===== config.mk =====
export PLATFORM = sky130hd
export DESIGN_NAME = twiddle_rotate
export DESIGN_NICKNAME = d
export VERILOG_FILES = /design/src/rtl/fft_pkg.sv /design/src/rtl/cmult_pipe.sv /design/src/rtl/twiddle_rotate.sv
export SDC_FILE = /design/constraint.sdc
export NUM_CORES = 2
export LEC_CHECK = 0
export ABC_AREA = 1
export CORE_MARGIN = 2
export CORE_UTILIZATION = 48
export DETAILED_ROUTE_END_ITERATION = 8
export HOLD_SLACK_MARGIN = 0.08
export PLACE_DENSITY = 0.62
export SETUP_SLACK_MARGIN = 0.1
export SYNTH_ARGS = -nofsm -noshare
export SYNTH_HDL_FRONTEND = slang
export SYNTH_SLANG_ARGS = --single-unit

===== constraint.sdc =====
create_clock -name clk -period 10.1 [get_ports clk]
set_input_delay 1.515 -clock clk [delete_from_list [all_inputs] [get_ports clk]]
set_output_delay 1.515 -clock clk [all_outputs]
set_load 0.01 [all_outputs]

===== src/rtl/fft_pkg.sv =====
// Shared FFT datapath constants and the round/saturate helper used by the
// twiddle rotation multiplier.
package fft_pkg;

  localparam int DATA_W    = 32'd16;
  localparam int TW_W      = 32'd18;
  localparam int TW_FRAC   = 32'd16;
  localparam int TW_LAT    = 32'd2;
  localparam int FRAME_LEN = 32'd16;
  localparam int TW_ONE    = 32'd1 << TW_FRAC;

  localparam int IDX_W  = $clog2(FRAME_LEN);
  localparam int PROD_W = DATA_W + TW_W;
  localparam int SUM_W  = PROD_W + 32'd1;
  localparam int SHR_W  = SUM_W - TW_FRAC;

  typedef struct packed {
    logic                     sat;
    logic signed [DATA_W-1:0] val;
  } rs_t;

  localparam logic signed [SUM_W-1:0] ROUND_HALF =
    {{(SUM_W-TW_FRAC){1'b0}}, 1'b1, {(TW_FRAC-1){1'b0}}};
  localparam logic signed [SHR_W-1:0] SAT_MAX =
    {{(SHR_W-DATA_W+1){1'b0}}, {(DATA_W-1){1'b1}}};
  localparam logic signed [SHR_W-1:0] SAT_MIN =
    {{(SHR_W-DATA_W+1){1'b1}}, {(DATA_W-1){1'b0}}};

  // Round half toward +inf, drop the fractional bits, clip to the sample range.
  function automatic rs_t round_sat(input logic signed [SUM_W-1:0] x);
    logic signed [SUM_W-1:0] r;
    logic signed [SHR_W-1:0] s;
    rs_t                     res;
    r = x + ROUND_HALF;
    s = r[SUM_W-1:TW_FRAC];
    if (s > SAT_MAX) begin
      res.sat = 1'b1;
      res.val = {1'b0, {(DATA_W-1){1'b1}}};
    end else if (s < SAT_MIN) begin
      res.sat = 1'b1;
      res.val = {1'b1, {(DATA_W-1){1'b0}}};
    end else begin
      res.sat = 1'b0;
      res.val = s[DATA_W-1:0];
    end
    return res;
  endfunction

endpackage


===== src/rtl/cmult_pipe.sv =====
// Three-stage pipelined complex multiplier (products, sum/difference,
// round+saturate) with a valid/last tag carried alongside the data.
module cmult_pipe
  import fft_pkg::*;
(
  input  logic                     clk,
  input  logic                     rst,
  input  logic                     in_valid,
  input  logic                     in_last,
  input  logic signed [DATA_W-1:0] a_re,
  input  logic signed [DATA_W-1:0] a_im,
  input  logic signed [TW_W-1:0]   b_re,
  input  logic signed [TW_W-1:0]   b_im,
  output logic                     out_valid,
  output logic                     out_last,
  output logic signed [DATA_W-1:0] out_re,
  output logic signed [DATA_W-1:0] out_im,
  output logic                     out_sat
);

  logic signed [PROD_W-1:0] rr_d, ii_d, ri_d, ir_d, rr_q, ii_q, ri_q, ir_q;
  logic signed [SUM_W-1:0]  re_d, im_d, re_q, im_q;
  logic signed [DATA_W-1:0] o_re_d, o_im_d, o_re_q, o_im_q;
  logic                     o_sat_d, o_sat_q;
  logic [2:0]               vld_d, vld_q, lst_d, lst_q;
  rs_t                      rs_re_s, rs_im_s;

  always_comb begin
    rr_d = PROD_W'(a_re) * PROD_W'(b_re);
    ii_d = PROD_W'(a_im) * PROD_W'(b_im);
    ri_d = PROD_W'(a_re) * PROD_W'(b_im);
    ir_d = PROD_W'(a_im) * PROD_W'(b_re);

    re_d = SUM_W'(rr_q) - SUM_W'(ii_q);
    im_d = SUM_W'(ri_q) + SUM_W'(ir_q);

    rs_re_s = round_sat(re_q);
    rs_im_s = round_sat(im_q);
    o_re_d  = rs_re_s.val;
    o_im_d  = rs_im_s.val;
    o_sat_d = rs_re_s.sat | rs_im_s.sat;

    vld_d = {vld_q[1:0], in_valid};
    lst_d = {lst_q[1:0], in_last};
  end

  always_ff @(posedge clk or posedge rst) begin
    if (rst) begin
      rr_q    <= '0;
      ii_q    <= '0;
      ri_q    <= '0;
      ir_q    <= '0;
      re_q    <= '0;
      im_q    <= '0;
      o_re_q  <= '0;
      o_im_q  <= '0;
      o_sat_q <= 1'b0;
      vld_q   <= 3'b000;
      lst_q   <= 3'b000;
    end else begin
      rr_q    <= rr_d;
      ii_q    <= ii_d;
      ri_q    <= ri_d;
      ir_q    <= ir_d;
      re_q    <= re_d;
      im_q    <= im_d;
      o_re_q  <= o_re_d;
      o_im_q  <= o_im_d;
      o_sat_q <= o_sat_d;
      vld_q   <= vld_d;
      lst_q   <= lst_d;
    end
  end

  assign out_valid = vld_q[2];
  assign out_last  = lst_q[2] & vld_q[2];
  assign out_re    = o_re_q;
  assign out_im    = o_im_q;
  assign out_sat   = o_sat_q;

endmodule


===== src/rtl/twiddle_rotate.sv =====
// Rotates a burst of samples by generator twiddles: aligns each sample with
// its twiddle, tracks frame position, and flags bursts that end mid-frame.
module twiddle_rotate
  import fft_pkg::*;
(
  input  logic                     clk,
  input  logic                     rst,
  input  logic                     in_valid,
  input  logic signed [DATA_W-1:0] in_real,
  input  logic signed [DATA_W-1:0] in_img,
  output logic                     tw_req,
  input  logic signed [TW_W-1:0]   tw_real,
  input  logic signed [TW_W-1:0]   tw_img,
  output logic                     out_valid,
  output logic signed [DATA_W-1:0] out_real,
  output logic signed [DATA_W-1:0] out_img,
  output logic                     out_last,
  output logic                     out_sat,
  output logic                     frame_err
);

  logic [IDX_W-1:0]         idx_d, idx_q;
  logic                     frame_err_d, frame_err_q;
  logic                     last_s;
  logic                     al_valid_d [TW_LAT];
  logic                     al_valid_q [TW_LAT];
  logic                     al_last_d  [TW_LAT];
  logic                     al_last_q  [TW_LAT];
  logic signed [DATA_W-1:0] al_re_d    [TW_LAT];
  logic signed [DATA_W-1:0] al_re_q    [TW_LAT];
  logic signed [DATA_W-1:0] al_im_d    [TW_LAT];
  logic signed [DATA_W-1:0] al_im_q    [TW_LAT];

  // The generator's address follows tw_req, so it must be low during reset.
  assign tw_req = in_valid & ~rst;

  always_comb begin
    idx_d       = idx_q;
    frame_err_d = frame_err_q;
    last_s      = 1'b0;
    if (in_valid) begin
      last_s = (idx_q == IDX_W'(FRAME_LEN - 1));
      idx_d  = idx_q + IDX_W'(1);
    end else begin
      idx_d = '0;
      if (idx_q != '0) begin
        frame_err_d = 1'b1;
      end else begin
        frame_err_d = frame_err_q;
      end
    end

    al_valid_d[0] = in_valid;
    al_last_d[0]  = last_s;
    al_re_d[0]    = in_real;
    al_im_d[0]    = in_img;
    for (int i = 1; i < TW_LAT; i++) begin
      al_valid_d[i] = al_valid_q[i-1];
      al_last_d[i]  = al_last_q[i-1];
      al_re_d[i]    = al_re_q[i-1];
      al_im_d[i]    = al_im_q[i-1];
    end
  end

  always_ff @(posedge clk or posedge rst) begin
    if (rst) begin
      idx_q       <= '0;
      frame_err_q <= 1'b0;
      for (int i = 0; i < TW_LAT; i++) begin
        al_valid_q[i] <= 1'b0;
        al_last_q[i]  <= 1'b0;
        al_re_q[i]    <= '0;
        al_im_q[i]    <= '0;
      end
    end else begin
      idx_q       <= idx_d;
      frame_err_q <= frame_err_d;
      for (int i = 0; i < TW_LAT; i++) begin
        al_valid_q[i] <= al_valid_d[i];
        al_last_q[i]  <= al_last_d[i];
        al_re_q[i]    <= al_re_d[i];
        al_im_q[i]    <= al_im_d[i];
      end
    end
  end

  cmult_pipe u_cmult (
    .clk       (clk),
    .rst       (rst),
    .in_valid  (al_valid_q[TW_LAT-1]),
    .in_last   (al_last_q[TW_LAT-1]),
    .a_re      (al_re_q[TW_LAT-1]),
    .a_im      (al_im_q[TW_LAT-1]),
    .b_re      (tw_real),
    .b_im      (tw_img),
    .out_valid (out_valid),
    .out_last  (out_last),
    .out_re    (out_real),
    .out_im    (out_img),
    .out_sat   (out_sat)
  );

  assign frame_err = frame_err_q;

endmodule


---- Yosys cells after proc, flatten, opt, wreduce, memory -nomap -nowiden ----
Index checks and enable logic that the tools add are counted.
word-level totals
  register bits ........................... 318
  latch bits .............................. 0
  memory bits (writable) .................. 0
  memory bits (read-only) ................. 0
  output and inout port bits .............. 37
  memories kept ........................... 0
cells by class
  add/sub/neg operators ................... 5
  multiply operators ...................... 4
  divide/modulo/power cells ............... 0
  $lt $le $gt $ge ......................... 4
  equal/unequal tests ..................... 1
  shift operators ......................... 0
  multiplexer cells ....................... 6
  bitwise operators ....................... 5
  reductions and logical operators ........ 2
operators by type and width
  operator                number
  $mul 16x18->34          4
  $add 35x17->35 const B  2
  $mux 17                 4
  $gt 19x16->1 const B    2
  $lt 19x16->1 const B    2
  $add 34x34->35          1
  $sub 34x34->35          1
  $add 4x1->4 const B     1
  $eq 4x4->1 const B      1
  $mux 4                  1
  $reduce_bool 4->1       1
  $and 1x1->1             2
  $not 1->1               2
  $reduce_and 2->1        1
  $mux 1                  1
  $or 1x1->1              1

---- Depth between registers and ports, before layout ----
  word-level depth ........................ 5
  gate-level depth with buffers ........... 27
  depth with buffers taken out ............ 25

---- By module ----
From an unflattened synthesis, not the netlist that was laid out.
second synthesis, totals
  cells, all modules ...................... 7596
  area total of the unflattened synthesis .. 59129.2 µm²
modules (own cells, without submodules)
  module          times used  cells each  area each (µm²)  sequential area each (µm²)
  cmult_pipe      1           7499        57183.6          5380.2
  twiddle_rotate  1           97          1945.6           1826.8

---- Least setup slack after synthesis ----
Ideal clock, no wire load.
  kind .................................... input -> register
  from .................................... in tw_img[17]
  to ...................................... reg u_cmult.ii_q[26]
  library setup time ...................... 0.117 ns
  data arrival time ....................... 6.589 ns
  data required time ...................... 9.983 ns
  setup slack ............................. 3.394 ns
  stages .................................. 20
  path buffers ............................ 1
  cell sequence ........................... clkbuf_1 > nand2_1 > inv_1 > fa_1 > fa_1 > inv_1 > fa_1 > fa_1 > inv_1 > fa_1 > inv_1 > fa_1 > inv_1 > ha_1 > a21oi_1 > a21boi_0 > a21boi_0 > nand3_1 > nand2_1 > nand2_1
between the ends
  longest elaborated chain between the ends .. 1
ends and longest elaborated chain
  element               line                  RTL
  start, declared       twiddle_rotate.sv:13  input logic signed [TW_W-1:0] tw_img,
  $mul 16x18->34        cmult_pipe.sv:30      ii_d = PROD_W'(a_im) * PROD_W'(b_im);
  via u_cmult.ii_d[26]  cmult_pipe.sv:21      logic signed [PROD_W-1:0] rr_d, ii_d, ri_d, ir_d, rr_q, ii_q, ri_q, ir_q;
  end signal, assigned  cmult_pipe.sv:62      ii_q <= ii_d;
  end, declared         cmult_pipe.sv:21
The timed path passes the listed nets, and every way through them passes these cells.
A chain may end at the register's enable or synchronous reset.

---- Final worst setup path ----
  from .................................... in tw_img[6]
  to ...................................... reg u_cmult.ri_q[21]
between the ends
  longest elaborated chain between the ends .. 1
ends and longest elaborated chain
  element               line              RTL
  $mul 16x18->34        cmult_pipe.sv:31  ri_d = PROD_W'(a_re) * PROD_W'(b_im);
  via u_cmult.ri_d[21]  cmult_pipe.sv:21
  end signal, assigned  cmult_pipe.sv:63  ri_q <= ri_d;
  end, declared         cmult_pipe.sv:21
The timed path passes the listed nets, and every way through them passes these cells.

==> impl_metrics.ini <==
[sta]
post-route-min-period_ps = 7552
setup_viol_count_final = 0
fin_skew_ps = 37.70
holdWs_ps = 330.6
tns_ps = 0
fmax_mhz = 132.4
rsz0062_at_grt = no
drv_slew = 0
hold_viol = 0
period_share_pct = 74.78
worst_slew_pin_slew_ps = 1298
max-slew-margin-rel_pct = 13.20

[logic_synthesis]
postSynthAreaPerCell_um2 = 7.791
yosys.area_share.simple_pct = 18.54
ys_seq_area_share_pct = 12.19
ys_warn_count = 0
synth_cells = 7590
synth-compound-area-share_pct = 3.726
async_reset_ff_share_pct = 100.0
syn-num-nets = 9235
synth-seq-cells = 288
yosysUniqueCellTypes = 36
synth_top_family_by_area = adder cells
synth-xor-area-share_pct = 2.103
ys.flop_type = dfrtp_1
netlist_area_um2 = 59140
synth_edf_count = 0
synth_fa_ha_area_share_pct = 48.03
synthMuxAreaShare_pct = 0

[cts]
numClockSinks = 288
cts_setup_buffers = 0
path_clk_slew_ps = 70
h-tree-depth = 2
clockBufferDepth = 3
cts_resized = 0
insertion_delay_ps = 630
holdBufCountCts = 0
cts_tree = done
cts_made_buffers = 38
cts-root-buf = clkbuf_16

[routing]
antenna_left = 0
wl_per_cell_um = 17.81
routed_via_density = 4.999
dr.pass1.iters = 6
first_iter_violations = 3465
wirelength_um = 164300
num_vias = 46110
drc = 0

[floorplan]
io_pins = 108
initial_utilization_pct = 48.46
coreArea_um2 = 122000
dieHeight_um = 355.0
rows = 128
die_w_um = 355.0
die_area_um2 = 126000

[worst_hold_path]
hold_path.class = flop to flop
hold_path.startpoint = al_im_d[5]$_DFF_PP0_
min_to = al_im_q[5]$_DFF_PP0_
hold_depth = 0

[worst_setup_path]
r2r-start = al_re_q[2]$_DFF_PP0_
worstReg2RegEnd = u_cmult.ri_q[32]$_DFF_PP0_
critPathMaxFanout = 17
reg2reg_depth = 19
required_ps = 10600
endpoint_kind = flop
crit_arrival_ps = 8050
crit_path_start_kind = input pin
r2r_setup_slack_ps = 2820
crit_type = input pin to flop

[cells_and_area]
final_cell_mix = inv_1, nand2_1, fa_1
final_layout_size_suffix_gt1_share_pct = 2.474
multi_input_area_um2 = 42810
finalNonFillerCells = 9225
nets = 9215
final_common_cell = inv_1
syn_to_final_growth_pct = 6.771
fin_area_um2 = 63140
seq_area_um2 = 7209
nFillCells = 12070

[grt]
antenna_found_initial = 6
grt_pass1_vias = 48690
grt_max_degree = 117
grtUsageTotal_pct = 27.24
grt_pass1_wl_um = 269300
overflow = 0

[flow_run]
cap_violations = 0

[place]
finalWeightedCongestion = 0.9638
dpl-instance-area_um2 = 61830
dp_hpwl_um = 134900
placed_cells = 9155
numPortBuffers = 107

[run_status]
outcome = complete, no violations
cell families after synthesis:
family | Yosys count
AND/OR/NAND/NOR | 2764
buffers and inverters | 2423
adder cells (fa/ha/maj) | 1574
AO/OA/AOI/OAI | 399
flip-flops | 288
XOR/XNOR | 142
worst max-delay path by stage:
stage,from,endpoint,slack [ps],depth (start not counted)
finish,tw_img[6],u_cmult.ri_q[21]$_DFF_PP0_,2550,22
global placement,tw_img[16],u_cmult.ri_q[32]$_DFF_PP0_,1950,18
global route,tw_img[17],u_cmult.ii_q[26]$_DFF_PP0_,2150,21
detailed placement,tw_real[17],u_cmult.rr_q[26]$_DFF_PP0_,1950,19
floorplan,rst,al_im_d[0]$_DFF_PP0_,640,1
CTS,tw_real[17],u_cmult.rr_q[26]$_DFF_PP0_,2610,19
sequential cells by signal, indices dropped and copies added (netlist names), 20 cells and up:
register / cells
u_cmult.ir_q: 34
u_cmult.rr_q: 34
u_cmult.re_q: 20
u_cmult.im_q: 20
u_cmult.ii_q: 34
u_cmult.ri_q: 34
metal layers:
layer	up-vias	global-route usage, %	wire length, um
met5	-	0	13
met4	2	5.881	3046
met3	208	3.538	10090
met2	1329	42.51	73270
met1	22950	40.65	77910
li1	21630	-	-
Yosys cell counts (50+ instances only):
cell | instances | share of area, %
clkbuf_1 | 232 | 1.5
o21ai_0 | 117 | 0.99
xor2_1 | 113 | 1.7
ha_1 | 414 | 8.8
dfrtp_1 | 288 | 12
nand3_1 | 192 | 1.6
a21oi_1 | 205 | 1.7
fa_1 | 1160 | 39
nand4_1 | 50 | 0.53
inv_1 | 2181 | 14
nand2_1 | 2033 | 13
nor2_1 | 385 | 2.4
layout make-up:
| class | count | area share, % |
|---|---|---|
| Antenna cell | 1 | 0.003963 |
| Clock buffer | 47 | 1.607 |
| Clock inverter | 22 | 0.4637 |
| Inverter | 2183 | 12.99 |
| Multi-Input combinational cell | 4879 | 67.80 |
| Sequential cell | 288 | 11.42 |
| Tap cell | 1625 | 3.220 |
| Timing Repair Buffer | 180 | 2.493 |
per-stage QoR:
step | util (%) | setup WS (ps)
2_1_floorplan | - | 636.0
3_3_place_gp | 50.66 | 1948
3_5_place_dp | 50.66 | 1947
4_1_cts | 51.74 | 2614
5_1_grt | 51.74 | 2152
6_report | 51.74 | 2548
critical path, stage by stage:
cell and delay [ps]:
clkdlybuf4s50_1 1040, buf_4 390, nand2_1 110, fa_1 520, inv_1 50, fa_1 500, inv_1 50, fa_1 540
inv_1 60, fa_1 490, fa_1 520, inv_1 50, fa_1 510, inv_1 60, ha_1 360, nand2_1 140
nor4_1 600, nand2_1 110, nand2_1 180, nand2_1 100, nand3_1 80, nand2_1 60
Power is left out: the tool's default activity adds up to more than one toggle a clock period on the data nets, which glitch-free logic cannot reach.
